[src/rtl/w_stage_grf_if.sv]
// W-stage bundle: pipeline register outputs in, decoded write-back and D-stage reads out.
// Latency: none; this only carries signals between the W register, the GRF and the D/hazard logic.
// Backpressure: none; the pipeline advances every cycle and nothing here can stall it.
interface w_stage_grf_if;
  logic [31:0] W_PC;
  logic [31:0] W_Instr;
  logic [31:0] W_DMRD;
  logic [31:0] W_ALUAns;
  logic [31:0] W_MDUAns;
  logic        W_b_jump;
  logic [4:0]  D_RA1;
  logic [4:0]  D_RA2;
  logic [31:0] D_RD1;
  logic [31:0] D_RD2;
  logic [4:0]  W_WA;
  logic [31:0] W_WD;
  logic        W_WE;

  // Pipeline side: drives the W inputs and read addresses, observes the results
  modport master (
    output W_PC, W_Instr, W_DMRD, W_ALUAns, W_MDUAns, W_b_jump, D_RA1, D_RA2,
    input  D_RD1, D_RD2, W_WA, W_WD, W_WE
  );

  // Write-back stage / register file side
  modport slave (
    input  W_PC, W_Instr, W_DMRD, W_ALUAns, W_MDUAns, W_b_jump, D_RA1, D_RA2,
    output D_RD1, D_RD2, W_WA, W_WD, W_WE
  );
endinterface

[src/rtl/w_stage_grf.sv]
// Write-back decode/select/load-extend plus 32x32 GRF. Optional macro: GRF_INTERNAL_BYPASS_EN.
// Latency: decode and reads are combinational; the GRF commits on the rising clk edge.
// Backpressure: none; one W instruction retires every cycle.
module w_stage_grf (
  input  logic          clk,
  input  logic          reset,
  w_stage_grf_if.slave  bus
);

  localparam logic [5:0] OP_SPECIAL = 6'b000000;
  localparam logic [5:0] OP_REGIMM  = 6'b000001;
  localparam logic [5:0] OP_JAL     = 6'b000011;
  localparam logic [5:0] OP_LB      = 6'b100000;
  localparam logic [5:0] OP_LH      = 6'b100001;
  localparam logic [5:0] OP_LW      = 6'b100011;
  localparam logic [5:0] OP_LBU     = 6'b100100;
  localparam logic [5:0] OP_LHU     = 6'b100101;

  logic [5:0]  op;
  logic [5:0]  funct;
  logic [4:0]  rt;
  logic [4:0]  rd;
  logic [31:0] pc_plus8;
  logic [7:0]  ld_byte;
  logic [15:0] ld_half;
  logic [4:0]  wa;
  logic [31:0] wdata;
  logic        we;
  logic [31:0] grf [0:31];
  logic        unused_fields;

  assign op       = bus.W_Instr[31:26];
  assign funct    = bus.W_Instr[5:0];
  assign rt       = bus.W_Instr[20:16];
  assign rd       = bus.W_Instr[15:11];
  assign pc_plus8 = bus.W_PC + 32'd8;

  // rs and shamt never matter to the write-back decision
  assign unused_fields = ^{bus.W_Instr[25:21], bus.W_Instr[10:6]};

  // Little-endian lane pick; ALUAns[0] is ignored for halves (no alignment trap)
  always_comb begin
    ld_byte = bus.W_DMRD[7:0];
    case (bus.W_ALUAns[1:0])
      2'd0: ld_byte = bus.W_DMRD[7:0];
      2'd1: ld_byte = bus.W_DMRD[15:8];
      2'd2: ld_byte = bus.W_DMRD[23:16];
      2'd3: ld_byte = bus.W_DMRD[31:24];
      default: ld_byte = bus.W_DMRD[7:0];
    endcase
    ld_half = bus.W_ALUAns[1] ? bus.W_DMRD[31:16] : bus.W_DMRD[15:0];
  end

  // Destination decode and write-back source select
  always_comb begin
    wa    = 5'd0;
    wdata = 32'd0;
    case (op)
      OP_LW:  begin wa = rt; wdata = bus.W_DMRD; end
      OP_LH:  begin wa = rt; wdata = {{16{ld_half[15]}}, ld_half}; end
      OP_LHU: begin wa = rt; wdata = {16'd0, ld_half}; end
      OP_LB:  begin wa = rt; wdata = {{24{ld_byte[7]}}, ld_byte}; end
      OP_LBU: begin wa = rt; wdata = {24'd0, ld_byte}; end
      OP_JAL: begin wa = 5'd31; wdata = pc_plus8; end
      OP_REGIMM: begin
        // bltzal/bgezal link only when the branch was actually taken
        if ((rt == 5'b10000 || rt == 5'b10001) && bus.W_b_jump) begin
          wa    = 5'd31;
          wdata = pc_plus8;
        end
      end
      OP_SPECIAL: begin
        if (funct == 6'b010000 || funct == 6'b010010) begin
          wa    = rd;
          wdata = bus.W_MDUAns;
        end else if (funct == 6'b001001) begin
          wa    = rd;
          wdata = pc_plus8;
        end else if (funct[5] || funct == 6'b000000 || funct == 6'b000010 ||
                     funct == 6'b000011 || funct == 6'b000100 ||
                     funct == 6'b000110 || funct == 6'b000111) begin
          wa    = rd;
          wdata = bus.W_ALUAns;
        end
      end
      default: begin
        if (op[5:3] == 3'b001) begin
          wa    = rt;
          wdata = bus.W_ALUAns;
        end
      end
    endcase
  end

  // $0 as destination means no write, and the data bus is forced quiet
  assign we       = (wa != 5'd0);
  assign bus.W_WA = wa;
  assign bus.W_WE = we;
  assign bus.W_WD = we ? wdata : 32'd0;

  // Register array: async clear, commit on the edge; entry 0 is never written
  always_ff @(posedge clk or negedge reset) begin
    if (!reset) begin
      for (int i = 0; i < 32; i++) grf[i] <= 32'd0;
    end else if (we) begin
      grf[wa] <= wdata;
    end
  end

  // D-stage read ports, zero while reset is held
`ifdef GRF_INTERNAL_BYPASS_EN
  always_comb begin
    bus.D_RD1 = grf[bus.D_RA1];
    bus.D_RD2 = grf[bus.D_RA2];
    if (we && bus.D_RA1 == wa) bus.D_RD1 = wdata;
    if (we && bus.D_RA2 == wa) bus.D_RD2 = wdata;
    if (!reset) begin
      bus.D_RD1 = 32'd0;
      bus.D_RD2 = 32'd0;
    end
  end
`else
  always_comb begin
    bus.D_RD1 = reset ? grf[bus.D_RA1] : 32'd0;
    bus.D_RD2 = reset ? grf[bus.D_RA2] : 32'd0;
  end
`endif

endmodule

[src/flat_wrapper.sv]
// flat-port wrapper written by rule: the top's interface ports become plain ports
module w_stage_grf_flat 
  (clk, reset, bus_W_PC, bus_W_Instr, bus_W_DMRD, bus_W_ALUAns, bus_W_MDUAns, bus_W_b_jump, bus_D_RA1, bus_D_RA2, bus_D_RD1, bus_D_RD2, bus_W_WA, bus_W_WD, bus_W_WE);
  w_stage_grf_if bus_i ();
  input  logic clk;
  input  logic reset;
  input wire logic [$bits(bus_i.W_PC)-1:0] bus_W_PC;
  input wire logic [$bits(bus_i.W_Instr)-1:0] bus_W_Instr;
  input wire logic [$bits(bus_i.W_DMRD)-1:0] bus_W_DMRD;
  input wire logic [$bits(bus_i.W_ALUAns)-1:0] bus_W_ALUAns;
  input wire logic [$bits(bus_i.W_MDUAns)-1:0] bus_W_MDUAns;
  input wire logic [$bits(bus_i.W_b_jump)-1:0] bus_W_b_jump;
  input wire logic [$bits(bus_i.D_RA1)-1:0] bus_D_RA1;
  input wire logic [$bits(bus_i.D_RA2)-1:0] bus_D_RA2;
  output wire logic [$bits(bus_i.D_RD1)-1:0] bus_D_RD1;
  output wire logic [$bits(bus_i.D_RD2)-1:0] bus_D_RD2;
  output wire logic [$bits(bus_i.W_WA)-1:0] bus_W_WA;
  output wire logic [$bits(bus_i.W_WD)-1:0] bus_W_WD;
  output wire logic [$bits(bus_i.W_WE)-1:0] bus_W_WE;
  assign bus_i.W_PC = bus_W_PC;
  assign bus_i.W_Instr = bus_W_Instr;
  assign bus_i.W_DMRD = bus_W_DMRD;
  assign bus_i.W_ALUAns = bus_W_ALUAns;
  assign bus_i.W_MDUAns = bus_W_MDUAns;
  assign bus_i.W_b_jump = bus_W_b_jump;
  assign bus_i.D_RA1 = bus_D_RA1;
  assign bus_i.D_RA2 = bus_D_RA2;
  assign bus_D_RD1 = bus_i.D_RD1;
  assign bus_D_RD2 = bus_i.D_RD2;
  assign bus_W_WA = bus_i.W_WA;
  assign bus_W_WD = bus_i.W_WD;
  assign bus_W_WE = bus_i.W_WE;
  w_stage_grf u_core (.clk(clk), .reset(reset), .bus(bus_i));
endmodule
[config.mk]
export PLATFORM = sky130hd
export DESIGN_NAME = w_stage_grf_flat
export DESIGN_NICKNAME = d
export VERILOG_FILES = /design/src/rtl/w_stage_grf_if.sv /design/src/rtl/w_stage_grf.sv /design/src/flat_wrapper.sv
export SDC_FILE = /design/constraint.sdc
export NUM_CORES = 2
export LEC_CHECK = 0
export ABC_AREA = 1
export BUFFER_PORTS_ARGS = -buffer_cell sky130_fd_sc_hd__buf_4
export CAP_MARGIN = 20
export CORE_ASPECT_RATIO = 1.5
export CORE_MARGIN = 4
export CORE_UTILIZATION = 35
export CTS_BUF_LIST = sky130_fd_sc_hd__clkbuf_4 sky130_fd_sc_hd__clkbuf_8
export CTS_CLUSTER_DIAMETER = 40
export CTS_CLUSTER_SIZE = 12
export DETAILED_ROUTE_END_ITERATION = 7
export PLACE_DENSITY = 0.49
export SYNTH_ARGS = -nofsm -noshare
export SYNTH_HDL_FRONTEND = slang
export SYNTH_SLANG_ARGS = --single-unit
[constraint.sdc]
create_clock -name clk -period 1.9 [get_ports clk]
set_input_delay 0.095 -clock clk [delete_from_list [all_inputs] [get_ports clk]]
set_output_delay 0.095 -clock clk [all_outputs]
set_load 0.02 [all_outputs]
==> flow_summary.html <==
<table>
<tr><th>Metric</th><th>Value</th></tr>
<tr><th colspan="2">Synth</th></tr>
<tr><td>Top cell type by total area after synthesis</td><td>dfrtp_1</td></tr>
<tr><td>Share of flip-flops with an asynchronous set or reset after synthesis</td><td>1.00</td></tr>
<tr><td>Primary FF master, synth</td><td>dfrtp_1</td></tr>
<tr><td>EDFF count, synth</td><td>0</td></tr>
<tr><td>Post-synth design cell area</td><td>approximately 0.06 sq mm</td></tr>
<tr><td>Synth top area share</td><td>0.426</td></tr>
<tr><td>Top cells by instance count after synthesis</td><td>nand2_1 (3524), nor2_1 (1271), o21ai_0 (1119)</td></tr>
<tr><td>Yosys reg bits</td><td>approximately 1000</td></tr>
<tr><td>Distinct cell type count of the synthesized netlist</td><td>29</td></tr>
<tr><td>Most common cell in the netlist</td><td>nand2_1</td></tr>
<tr><td>Ranking of synthesized cells by area</td><td>dfrtp_1 (43%), nand2_1 (22%), o21ai_0 (9.3%)</td></tr>
<tr><td>Net Count, Synth</td><td>9166</td></tr>
<tr><td>Cells after synthesis</td><td>around 9000</td></tr>
<tr><td>Synthesized area per cell</td><td>about 6.7 sq um</td></tr>
<tr><td>Proportion of synthesized chip area in sequential cells</td><td>0.426</td></tr>
<tr><td>Number of warnings reported in the yosys synthesis log</td><td>0</td></tr>
<tr><th colspan="2">Finish</th></tr>
<tr><td>Total number of nets in the final design</td><td>between 9000 and 10000</td></tr>
<tr><td>Largest registers</td><td>u_core.grf: 1024 flops</td></tr>
<tr><td>Top register by number of flip-flops</td><td>u_core.grf</td></tr>
<tr><td>Flip-flop count of the largest register after layout</td><td>between 1000 and 1500</td></tr>
<tr><td>Layout-stage area growth over the synthesis result</td><td>36.1%</td></tr>
<tr><td>Final core occ</td><td>0.479</td></tr>
<tr><td>Share of post-route cells with drive strength above 1</td><td>0.225</td></tr>
<tr><th colspan="2">Routing</th></tr>
<tr><td>DRT iter0 DRCs</td><td>between 8000 and 9000</td></tr>
<tr><td>Via density per instance</td><td>5.81</td></tr>
<tr><td>Overall via count from detail_route</td><td>a little over 70000</td></tr>
<tr><td>Sum of routed wire length over all layers</td><td>roughly 330 mm</td></tr>
<tr><td>Wirelength per Cell</td><td>roughly 27 um</td></tr>
<tr><td>Remaining antenna violation count after routing</td><td>0</td></tr>
<tr><td>Number of iterations in the first detailed-routing pass</td><td>7</td></tr>
<tr><td>Final routed DRC violation total</td><td>0</td></tr>
<tr><th colspan="2">Global route</th></tr>
<tr><td>Busiest layer in global routing</td><td>met2</td></tr>
<tr><td>Number of antenna violations at the first check in global routing</td><td>8</td></tr>
<tr><td>Aggregate global routing overflow</td><td>0</td></tr>
<tr><td>M3 GR Usage</td><td>0.0713</td></tr>
<tr><td>Global Route met2 Usage</td><td>0.569</td></tr>
<tr><td>Vias in the first global route</td><td>between 60000 and 70000</td></tr>
<tr><td>Pin count of the biggest net entering global routing</td><td>95</td></tr>
<tr><td>Overall Global Routing Usage</td><td>0.356</td></tr>
<tr><td>Wire length of the first global-routing pass</td><td>473 mm</td></tr>
<tr><td>Met1 track demand over resource in global routing</td><td>0.436</td></tr>
<tr><th colspan="2">STA</th></tr>
<tr><td>Number of pins exceeding their max-slew limit in the final report</td><td>0</td></tr>
<tr><td>Slew at the pin closest to its max-slew limit</td><td>between 1 and 1.5 ns</td></tr>
<tr><td>Normalized max-slew margin</td><td>0.243</td></tr>
<tr><td>Final critical-path share of the clock period</td><td>1.34</td></tr>
<tr><td>Final hold violation count</td><td>0</td></tr>
<tr><td>Largest clock skew in the final design</td><td>0 ns</td></tr>
<tr><td>Fin crit period</td><td>roughly 2.6 ns</td></tr>
<tr><td>Worst hold slack after final layout</td><td>0.0345 ns</td></tr>
<tr><td>Crit path setup slack, layout</td><td>-0.651 ns</td></tr>
<tr><td>Final setup fails</td><td>88</td></tr>
<tr><td>Fmax</td><td>about 390 MHz</td></tr>
<tr><td>Setup repair after global routing missed its margin</td><td>true</td></tr>
<tr><th colspan="2">Critical path</th></tr>
<tr><td>Worst reg2reg endpoint</td><td>u_core.grf[179]</td></tr>
<tr><td>RR Startpoint</td><td>u_core.grf[179]</td></tr>
<tr><td>Register-to-Register Setup Slack</td><td>around 0.93 ns</td></tr>
<tr><td>CP Data Arrival Time</td><td>approximately 2.5 ns</td></tr>
<tr><td>Start-to-end type of the worst setup path</td><td>reg2out</td></tr>
<tr><td>Launch point of the worst path</td><td>u_core.grf[695]</td></tr>
<tr><td>Required time at the endpoint of the critical path</td><td>around 1.8 ns</td></tr>
<tr><td>Nature of the critical path startpoint</td><td>register</td></tr>
<tr><td>Highest net fanout along the worst path</td><td>2</td></tr>
<tr><td>Crit. End Element</td><td>output port</td></tr>
<tr><td>Worst Reg2Reg Path Length in Cells</td><td>5</td></tr>
<tr><td>Destination of the critical timing path</td><td>bus_D_RD2[23]</td></tr>
<tr><th colspan="2">Floorplan</th></tr>
<tr><td>Effective utilization at floorplan</td><td>0.352</td></tr>
<tr><td>Width of the chip</td><td>between 300 and 400 um</td></tr>
<tr><td>IO Pins</td><td>between 200 and 300</td></tr>
<tr><td>Std-Cell Rows</td><td>between 150 and 200</td></tr>
<tr><td>Overall die height</td><td>516 um</td></tr>
<tr><td>Core area</td><td>0.171 sq mm</td></tr>
<tr><td>Die area</td><td>approximately 0.18 sq mm</td></tr>
<tr><th colspan="2">CTS</th></tr>
<tr><td>Clock tree from TritonCTS</td><td>built</td></tr>
<tr><td>Clk_lat worst skew</td><td>0.93 ns</td></tr>
<tr><td>Clock slew at reported path FFs</td><td>around 0.080 ns</td></tr>
<tr><td>Clk Tree Root Cell</td><td>clkbuf_8</td></tr>
<tr><td>Clock buffers created by TritonCTS</td><td>approximately 140</td></tr>
<tr><td>H-tree levels</td><td>4</td></tr>
<tr><td>Sinks on the clock net</td><td>just over 1000</td></tr>
<tr><td>Maximum root-to-sink buffer count</td><td>3</td></tr>
<tr><th colspan="2">Placement</th></tr>
<tr><td>Final RePlAce weighted congestion</td><td>0.955</td></tr>
<tr><td>Worst slack at placement</td><td>-0.594 ns</td></tr>
<tr><td>HPWL reported at the end of detailed placement</td><td>about 210 mm</td></tr>
<tr><td>Port Buffers</td><td>around 260</td></tr>
<tr><th colspan="2">Flow run</th></tr>
<tr><td>Max Cap Violations</td><td>0</td></tr>
<tr><th colspan="2">Power</th></tr>
<tr><td>Power per standard cell area</td><td>684 mW/mm^2</td></tr>
<tr><td>Static leakage</td><td>41.2 nW</td></tr>
<tr><td>Highest ir drop seen on vdd</td><td>about 0.52 mV</td></tr>
<tr><th colspan="2">Status</th></tr>
<tr><td>Result of the run</td><td>complete, but fails checks</td></tr>
<tr><td>Violated checks</td><td>setup timing</td></tr>
<tr><th colspan="2">Hold path</th></tr>
<tr><td>Worst min-delay path class</td><td>in2reg</td></tr>
</table>
power by group:
part           total, mW  switching [mW]  internal [mW]  leakage [nW]
logic               11.7            7.27           4.47          25.3
clock network       21.0            10.4           10.5          1.66
registers           23.4           0.727           22.6          14.2
critical path, cell delays in order (launching register included):
cell      delay, ns
dfrtp_1        0.40
o21ai_1        0.14
o22ai_1        0.11
o211ai_1       0.37
nand2_1        0.11
nor2_2         0.17
nor2_4         0.07
buf_6          0.13
placed cells by master, fill, tap and decap left out, types with 13 or more instances in the layout:
cell / Yosys / routed
dfrtp_1: 1024 / 1024
inv_2: 4 / 40
nand2_1: 3524 / 3380
nand2_4: 0 / 44
o21ai_1: 0 / 244
buf_4: 0 / 849
buf_12: 0 / 310
nor2_1: 1271 / 1104
clkbuf_8: 0 / 163
nand2_2: 1 / 96
o221ai_1: 394 / 371
nor2_2: 3 / 70
nor2_4: 1 / 101
a21oi_2: 0 / 25
o21ai_0: 1119 / 817
clkinvlp_4: 0 / 27
inv_1: 185 / 133
bufbuf_16: 0 / 13
buf_6: 0 / 146
o221ai_2: 0 / 23
inv_6: 0 / 16
bufinv_16: 0 / 16
o22ai_1: 63 / 63
dlygate4sd3_1: 0 / 63
o211ai_1: 16 / 16
nand3_4: 0 / 30
nand3_1: 417 / 298
clkinv_2: 0 / 24
nand3_2: 4 / 93
a21oi_1: 132 / 105
o21ai_2: 0 / 57
cell type report:
| cell class | count | area, sq um |
|---|---|---|
| Timing Repair Buffer | 1402 | 15700 |
| Sequential cell | 1024 | 25600 |
| Clock inverter | 88 | 1000 |
| Antenna cell | 3 | 7.51 |
| Tap cell | 2256 | 2820 |
| Multi-Input combinational cell | 6985 | 33700 |
| Inverter | 192 | 808 |
| Fill cell | 17000 | 89100 |
| Clock buffer | 173 | 2320 |
cells by family (layout without fill, tap and decap cells):
logic type      count (synthesis)  count (layout)  share of synthesized area
fa+ha+maj                       1               1                   0.000208
compound gates               1744            1744                      0.172
other cells                     0               3                          0
flops                        1024            1024                      0.426
buf+inv                       983            1855                     0.0645
simple gates                 5240            5240                      0.337
per-layer routing:
metal	part of all wire	vias up	routed length [um]
met5	0.000040	-	13
met4	0.082	2	26900
met3	0.092	1306	30300
met2	0.45	4372	148000
met1	0.38	33800	124000
li1	-	30900	-
metrics by stage:
step                      instances  instance area, sq um  setup TNS, ns  power, mW
after floorplan                8992                 60400         -0.495       28.3
after global placement        11600                 72600        -317.39       33.6
after detailed placement      11600                 72600        -326.15       33.7
after CTS                     12100                 80500         -42.20       55.7
after global routing          12100                 81900         -41.75       58.0
final                         12100                 81900         -33.30       56.1
worst min path at each step:
stage | from | endpoint | slack (ns) | cells after the start
floorplan | reset | u_core.grf[0] | -0.20 | 0
global placement | reset | u_core.grf[414] | 0.23 | 2
detailed placement | reset | u_core.grf[951] | 0.23 | 2
CTS | reset | u_core.grf[264] | 0.002 | 9
global route | bus_W_MDUAns[10] | u_core.grf[426] | 0.01 | 7
finish | bus_W_PC[28] | u_core.grf[60] | 0.03 | 12
repair_timing:
item,4_1_cts,5_1_grt
endpoints found under the hold margin,1642,3
pin swaps,276,338
setup buffers,138,67
hold buffers,80,2
gates cloned,21,1
endpoints found under the setup margin,97,228
gates resized for setup,655,485
(Power assumes the default switching activity.)
